File: src/rtl/crypt_pkg.sv
// crypt_pkg: framing constants shared by the crypt UART transmitter and receiver
package crypt_pkg;
  localparam int CLKS_PER_BIT_DEFAULT = 104;
  localparam logic [1:0] IDLE = 2'd0;
  localparam logic [1:0] START = 2'd1;
  localparam logic [1:0] DATA = 2'd2;
  localparam logic [1:0] STOP = 2'd3;
endpackage

File: src/rtl/baud_counter.sv
// baud_counter: bit-time counter whose tick marks the last cycle of each serial bit
module baud_counter import crypt_pkg::*; #(
  parameter int CLKS_PER_BIT = CLKS_PER_BIT_DEFAULT
) (
  input  logic clk,
  input  logic rst,
  input  logic clear,
  output logic tick
);
  localparam int W = $clog2(CLKS_PER_BIT);
  logic [W-1:0] cnt;
  assign tick = cnt == W'(CLKS_PER_BIT - 1);
  always_ff @(posedge clk)
    if (rst || clear || tick) cnt <= '0;
    else cnt <= cnt + 1'b1;
endmodule

File: src/rtl/uart_tx_byte.sv
// uart_tx_byte: 8N1 serial transmitter taking one byte per valid/ready handshake
module uart_tx_byte import crypt_pkg::*; #(
  parameter int CLKS_PER_BIT = CLKS_PER_BIT_DEFAULT
) (
  input  logic       clk,
  input  logic       rst,
  input  logic [7:0] data_in,
  input  logic       valid,
  output logic       ready,
  output logic       tx,
  output logic       busy,
  output logic       done
);
  logic [1:0] state;
  logic [7:0] sh;
  logic [2:0] idx;
  logic tick;
  baud_counter #(.CLKS_PER_BIT(CLKS_PER_BIT)) u_baud (
    .clk(clk),
    .rst(rst),
    .clear(state == IDLE),
    .tick(tick)
  );
  assign ready = state == IDLE;
  assign busy = state != IDLE;
  always_ff @(posedge clk)
    if (rst) begin
      state <= IDLE;
      tx <= 1'b1;
      done <= 1'b0;
      sh <= '0;
      idx <= '0;
    end else begin
      done <= 1'b0;
      if (state == IDLE) begin
        if (valid) begin
          state <= START;
          sh <= data_in;
          tx <= 1'b0;
          idx <= '0;
        end
      end else if (tick)
        case (state)
          START: begin
            state <= DATA;
            tx <= sh[0];
            sh <= sh >> 1;
          end
          DATA:
            if (idx == 3'd7) begin
              state <= STOP;
              tx <= 1'b1;
            end else begin
              tx <= sh[0];
              sh <= sh >> 1;
              idx <= idx + 3'd1;
            end
          default: begin
            state <= IDLE;
            done <= 1'b1;
          end
        endcase
    end
endmodule

File: config.mk
export PLATFORM = sky130hd
export DESIGN_NAME = uart_tx_byte
export DESIGN_NICKNAME = d
export VERILOG_FILES = /design/src/rtl/crypt_pkg.sv /design/src/rtl/baud_counter.sv /design/src/rtl/uart_tx_byte.sv
export SDC_FILE = /design/constraint.sdc
export NUM_CORES = 1
export LEC_CHECK = 0
export ABC_CLOCK_PERIOD_IN_PS = 2690
export CAP_MARGIN = 40
export CORE_MARGIN = 2
export CORE_UTILIZATION = 35
export CTS_CLUSTER_DIAMETER = 150
export DETAILED_ROUTE_END_ITERATION = 8
export PLACE_DENSITY = 0.56
export SLEW_MARGIN = 20
export SYNTH_ARGS = -nofsm -noshare
export SYNTH_HDL_FRONTEND = slang
export SYNTH_SLANG_ARGS = --single-unit
export TNS_END_PERCENT = 10
File: constraint.sdc
create_clock -name clk -period 2.69 [get_ports clk]
set_clock_uncertainty 0.1 [all_clocks]
set_input_delay 0.4035 -clock clk [delete_from_list [all_inputs] [get_ports clk]]
set_output_delay 0.4035 -clock clk [all_outputs]
set_load 0.005 [all_outputs]
Word-level counts from Yosys, hierarchy flattened
Cells that the tools add are included.
{"block": "classes", "bitwise": 1, "n_addsub": 2, "n_reduce_logical": 13, "mux": 21, "n_eq_ne": 8}
{"cell": "$mux W8", "n": 4}
{"cell": "$pmux W8 S2", "n": 1}
{"cell": "$mux W3", "n": 5}
{"cell": "$mux W2", "n": 4}
{"cell": "$reduce_and A4 Y1", "n": 2}
{"cell": "$add A7 B1 Y7 const B", "n": 1}
{"cell": "$eq A7 B7 Y1 const B", "n": 1}
{"cell": "$ne A3 B2 Y1 const B", "n": 2}
{"cell": "$reduce_and A3 Y1", "n": 2}
{"cell": "$reduce_bool A2 Y1", "n": 3}
{"cell": "$mux W1", "n": 5}
{"cell": "$pmux W2 S2", "n": 1}
{"cell": "$add A3 B1 Y3 const B", "n": 1}
{"cell": "$eq A3 B3 Y1 const B", "n": 1}
{"cell": "$reduce_bool A3 Y1", "n": 1}
{"cell": "$reduce_or A3 Y1", "n": 1}
{"cell": "$eq A2 B1 Y1 const B", "n": 1}
{"cell": "$eq A2 B2 Y1 const B", "n": 1}
{"cell": "$logic_not A2 Y1", "n": 1}
{"cell": "$logic_or A1 B1 Y1", "n": 2}
{"cell": "$ne A2 B1 Y1 const B", "n": 1}
{"cell": "$ne A2 B2 Y1 const B", "n": 1}
{"cell": "$pmux W1 S2", "n": 1}
{"cell": "$reduce_or A2 Y1", "n": 1}
{"cell": "$not A1 Y1", "n": 1}
{"block": "word_totals", "output_inout_bits": 4, "input_bits": 11, "regBits": 22}

Logic depth before layout (Yosys ltp)
{"block": "logic_depth", "depth_word": 5, "ltp_mapped": 8, "ltp_nobuf": 6}

Cells and area by module
From an unflattened synthesis, not the netlist that was laid out.
{"block": "hier_totals", "hier_cells": 123, "hier_area_um2": 1146.1}
{"module": "uart_tx_byte", "cells_each": 89, "area_per_inst_um2": 843.3, "instances": 1}
{"module": "baud_counter", "cells_each": 34, "area_per_inst_um2": 302.8, "instances": 1}

Worst setup path before layout
Ideal clock, no wire load.
{"block": "synth_path", "path_kind": "reg2reg", "from": "reg state[1]", "to": "reg sh[1]", "path_slack_ps": 705, "required_ps": 2502, "synth_period_minus_slack_ps": 1985, "path_stages_with_launch": 9, "arrival_time_ps": 1797, "cell_sequence": "dfxtp_1 inv_1 ha_1 buf_6 nor4b_4 a31o_4 buf_12 a21oi_2 a311oi_2"}
{"block": "synth_via", "elab_cells_between_ends": 11, "cone_classes": "4 x eq/ne; 3 x mux; 4 x reduce/logical"}
{"element": "start, declared", "line": "uart_tx_byte.sv:14", "source": "logic [1:0] state;"}
{"element": "start signal, assigned", "line": "uart_tx_byte.sv:28", "source": "state <= IDLE;"}
{"element": "start signal, assigned", "line": "uart_tx_byte.sv:37", "source": "state <= START;"}
{"element": "start signal, assigned", "line": "uart_tx_byte.sv:45", "source": "state <= DATA;"}
{"element": "$logic_not A2 Y1 (*)"}
{"element": "net ready", "line": "uart_tx_byte.sv:9", "source": "output logic ready,"}
{"element": "$ne A3 B2 Y1 (no line), or another cell as far along"}
{"element": "$reduce_and A4 Y1 (no line)"}
{"element": "end signal, assigned", "line": "uart_tx_byte.sv:38", "source": "sh <= data_in;"}
{"element": "end signal, assigned", "line": "uart_tx_byte.sv:47", "source": "sh <= sh >> 1;"}
{"element": "end signal, assigned", "line": "uart_tx_byte.sv:55", "source": "sh <= sh >> 1;"}
{"element": "end, declared", "line": "uart_tx_byte.sv:15", "source": "logic [7:0] sh;"}
The timed path passes the listed nets; every way through them passes the cells marked *. The select of a mux whose other input is x is not followed.
A chain may end at the register's enable or synchronous reset.

Worst setup path in the final report
{"block": "layout_path", "from": "reg state[1]", "to": "out busy"}
{"block": "layout_via", "elab_chain_cells": 1}
{"element": "$reduce_bool A2 Y1", "line": "uart_tx_byte.sv:25", "source": "assign busy = state != IDLE;"}
{"element": "end, declared", "line": "uart_tx_byte.sv:11", "source": "output logic busy,"}
Every way passes these cells.

==> key figures <==
Run status
  • Status: finished, final reports clean

Synthesis
  • Seq/Total Area, Yosys: 37.3%
  • Most frequent cell after synthesis: dfxtp_1
  • Synth Flop Type: dfxtp_1
  • Top post-synthesis cells by count: 22 x dfxtp_1, 9 x a21oi_1
  • Area of the mapped netlist: 0.00118 mm^2
  • EDFF count, synth: 0
  • Mapped Cells: 122
  • Top cell type's share of synthesized area: 37.3%
  • Top area cells in the synthesized netlist: dfxtp_1 37%, ha_1 8.5%, mux2i_1 6.8%, a21oi_1 3.8%, a311oi_2 3.8%
  • Syn Nets: 141
  • Ys async rst share: 0%
  • Syn avg cell area: 9.68 um^2
  • Synth cell types: 35
  • Top cell type by total area after synthesis: dfxtp_1
  • Post-synthesis register bit count: 22
  • Synth warn: 0

Routing
  • Drt pass-1 iters: 4
  • Initial DRC count: 23
  • Vias/cell: 4.92
  • Via count: 890
  • Drc violations: 0
  • Routed Antenna Nets: 0
  • Final WL: 2080 um
  • Avg WL per Cell: 11.5 um

Power
  • NetSw: 182 uW
  • Sw Share: 26.6%
  • Sequential power share: 52.6%
  • Cell Int Power: 502 uW
  • Clock share of power: 26.7%
  • Logic gate share of total power: 20.7%
  • PwrDens: 496 mW/mm^2
  • Leakage: 0.000533 uW
  • Worst VDD drop: 0.165 mV

Timing
  • Setup violators final: 0
  • Setup TNS Final: 0 ns
  • Fin crit share: 85.1%
  • Max-slew violations: 0
  • Period minus WS final: 2.29 ns
  • Endpoints failing hold: 0
  • Slew @ Worst Pin: 0.540 ns
  • Unrepaired setup endpoints after global routing: no
  • Relative slew slack: 64.0%
  • Maximum clock rate: 437 MHz

CTS
  • Total clock sinks: 22
  • Clock buffer depth: 2
  • CTS tree: yes
  • Clock slew seen by the registers of the worst setup and hold paths: 0.12 ns
  • Worst skew pair latency: 0.30 ns
  • Root Driver: clkbuf_4
  • H-tree depth: 1
  • CTS buffer count: 3
  • Cts hold-fix bufs: 0
  • Setup bufs post-CTS: 0
  • Post-CTS Resized: 0

Floorplanning
  • Die Wd: 62.1 um
  • Die ar.: 0.00386 mm^2
  • Die Span Y: 62.1 um
  • Initial Util: 36.0%
  • Core Footprint: 0.00328 mm^2
  • IO Count: 15
  • Rows: 21

Global route
  • Met1 GRT Util: 14.0%
  • Vias in the first global route: 763
  • Global-route wire length before repair: 3270 um
  • Met3 global-route usage: 2.69%
  • Grt ovf: 0
  • Largest net degree at the start of global routing: 17
  • Total track usage: 11.7%
  • Most used routing layer: met2
  • Grt met2 use: 19.2%
  • Initial antenna violation count: 0

Flow run
  • Max Cap Viol: 0

Finish
  • Core Util, Final: 41.9%
  • N_diodes: 0
  • Share of cells above drive strength 1: 11.9%
  • Final nets: 155
  • Design area: 0.00138 mm^2
  • Non-filler instance count after layout: 181
  • Area delta synth->final: 16.5%

Critical path
  • CP required: 2.19 ns
  • Arr. time, crit path: 1.79 ns
  • CP top delay family: buffers and inverters
  • CP max stage cell: clkdlybuf4s50_1
  • Kind of critical path: flop to output port
  • CP bufs+invs: 4
  • Max incr delay on CP: 0.49 ns
  • Cells along the critical path: inv_1 -> ha_1 -> buf_4 -> inv_1 -> clkdlybuf4s50_1
  • Most common cell on crit path: inv_1
  • Nature of the critical path startpoint: flop
  • CP Capture Type: output port
  • Max FO, Critical Path: 16

Placed design
  • Cells after DPL: 177
  • Routability cong.: 0.692
  • Final HPWL DP: 1570 um
  • DP Area: 0.00134 mm^2
  • IO buf count: 14

Hold path
  • Hold/Removal Path Class: flop to flop
-- final timing paths --
| path | from | endpoint | slack (ns) | depth (start not counted) |
|---|---|---|---|---|
| min | u_baud.cnt[0] | u_baud.cnt[0] | 0.37 | 1 |
| max | state[1] | busy | 0.40 | 5 |
| max reg2reg | state[1] | sh[4] | 0.65 | 6 |
| min reg2reg | u_baud.cnt[0] | u_baud.cnt[0] | 0.37 | 1 |
-- layout make-up --
class,count,area [um^2]
fillers,334,1910
inverters,8,30.0
clock buffers,4,36.3
repair buffers,16,155
multi-input cells,85,657
well taps,46,57.6
flip-flops and latches,22,440
-- per-stage QoR --
step / power [uW] / worst slack, ns / hold slack (ns)
floorplan: 474 / 0.705 / 0.318
global placement: 507 / 0.742 / 0.330
detailed placement: 510 / 0.662 / 0.344
CTS: 697 / 0.363 / 0.368
global route: 730 / 0.257 / 0.412
finish: 683 / 0.400 / 0.369
-- sequential cells by signal, indices dropped and copies added (netlist names) --
| name | count |
|---|---|
| u_baud.cnt | 7 |
| state | 2 |
| sh | 8 |
| idx | 3 |
| done | 1 |
| tx | 1 |
-- layout by cell type (no fill, tap or decap), types with 4 or more instances in the layout --
| cell | Yosys | final |
|---|---|---|
| ha_1 | 8 | 8 |
| mux2i_1 | 8 | 8 |
| dfxtp_1 | 22 | 22 |
| a21oi_1 | 9 | 9 |
| nand3_1 | 7 | 7 |
| nand2_1 | 5 | 5 |
| a311oi_1 | 4 | 4 |
| nor2_1 | 8 | 8 |
| nor3_1 | 4 | 4 |
| inv_1 | 8 | 8 |
| clkdlybuf4s50_1 | 0 | 14 |
-- worst reg2reg max path, cell delays in order, from the launching register on --
cell and delay [ns]:
dfxtp_1 0.42, inv_1 0.06, ha_1 0.22, nor4b_4 0.45, a31o_4 0.35, a21oi_1 0.10
a311oi_1 0.26
-- power by group through the flow --
stage          Combinational (uW)  Clock [uW]  Sequential, uW
3_5_place_dp                  143           0             367
6_report                      141         182             360
4_1_cts                       144         194             359
5_1_grt                       155         212             363
3_3_place_gp                  141           0             366
2_1_floorplan                 110           0             364
-- logic make-up after synthesis --
kind of cell / Yosys count / share of synthesized area (%)
adder cells (fa/ha/maj): 8 / 8.47
flip-flops: 22 / 37.3
XOR/XNOR: 4 / 2.97
buffers and inverters: 15 / 7.10
multiplexers: 9 / 7.73
AO/OA/AOI/OAI: 29 / 19.6
AND/OR/NAND/NOR: 35 / 16.8
-- routing by layer --
layer | up-vias | wire (um)
met1 | 413 | 955
li1 | 464 | -
met4 | 0 | 15
met3 | 2 | 75
met2 | 11 | 1040
met5 | - | 0
Power figures use the tool's default switching activity.
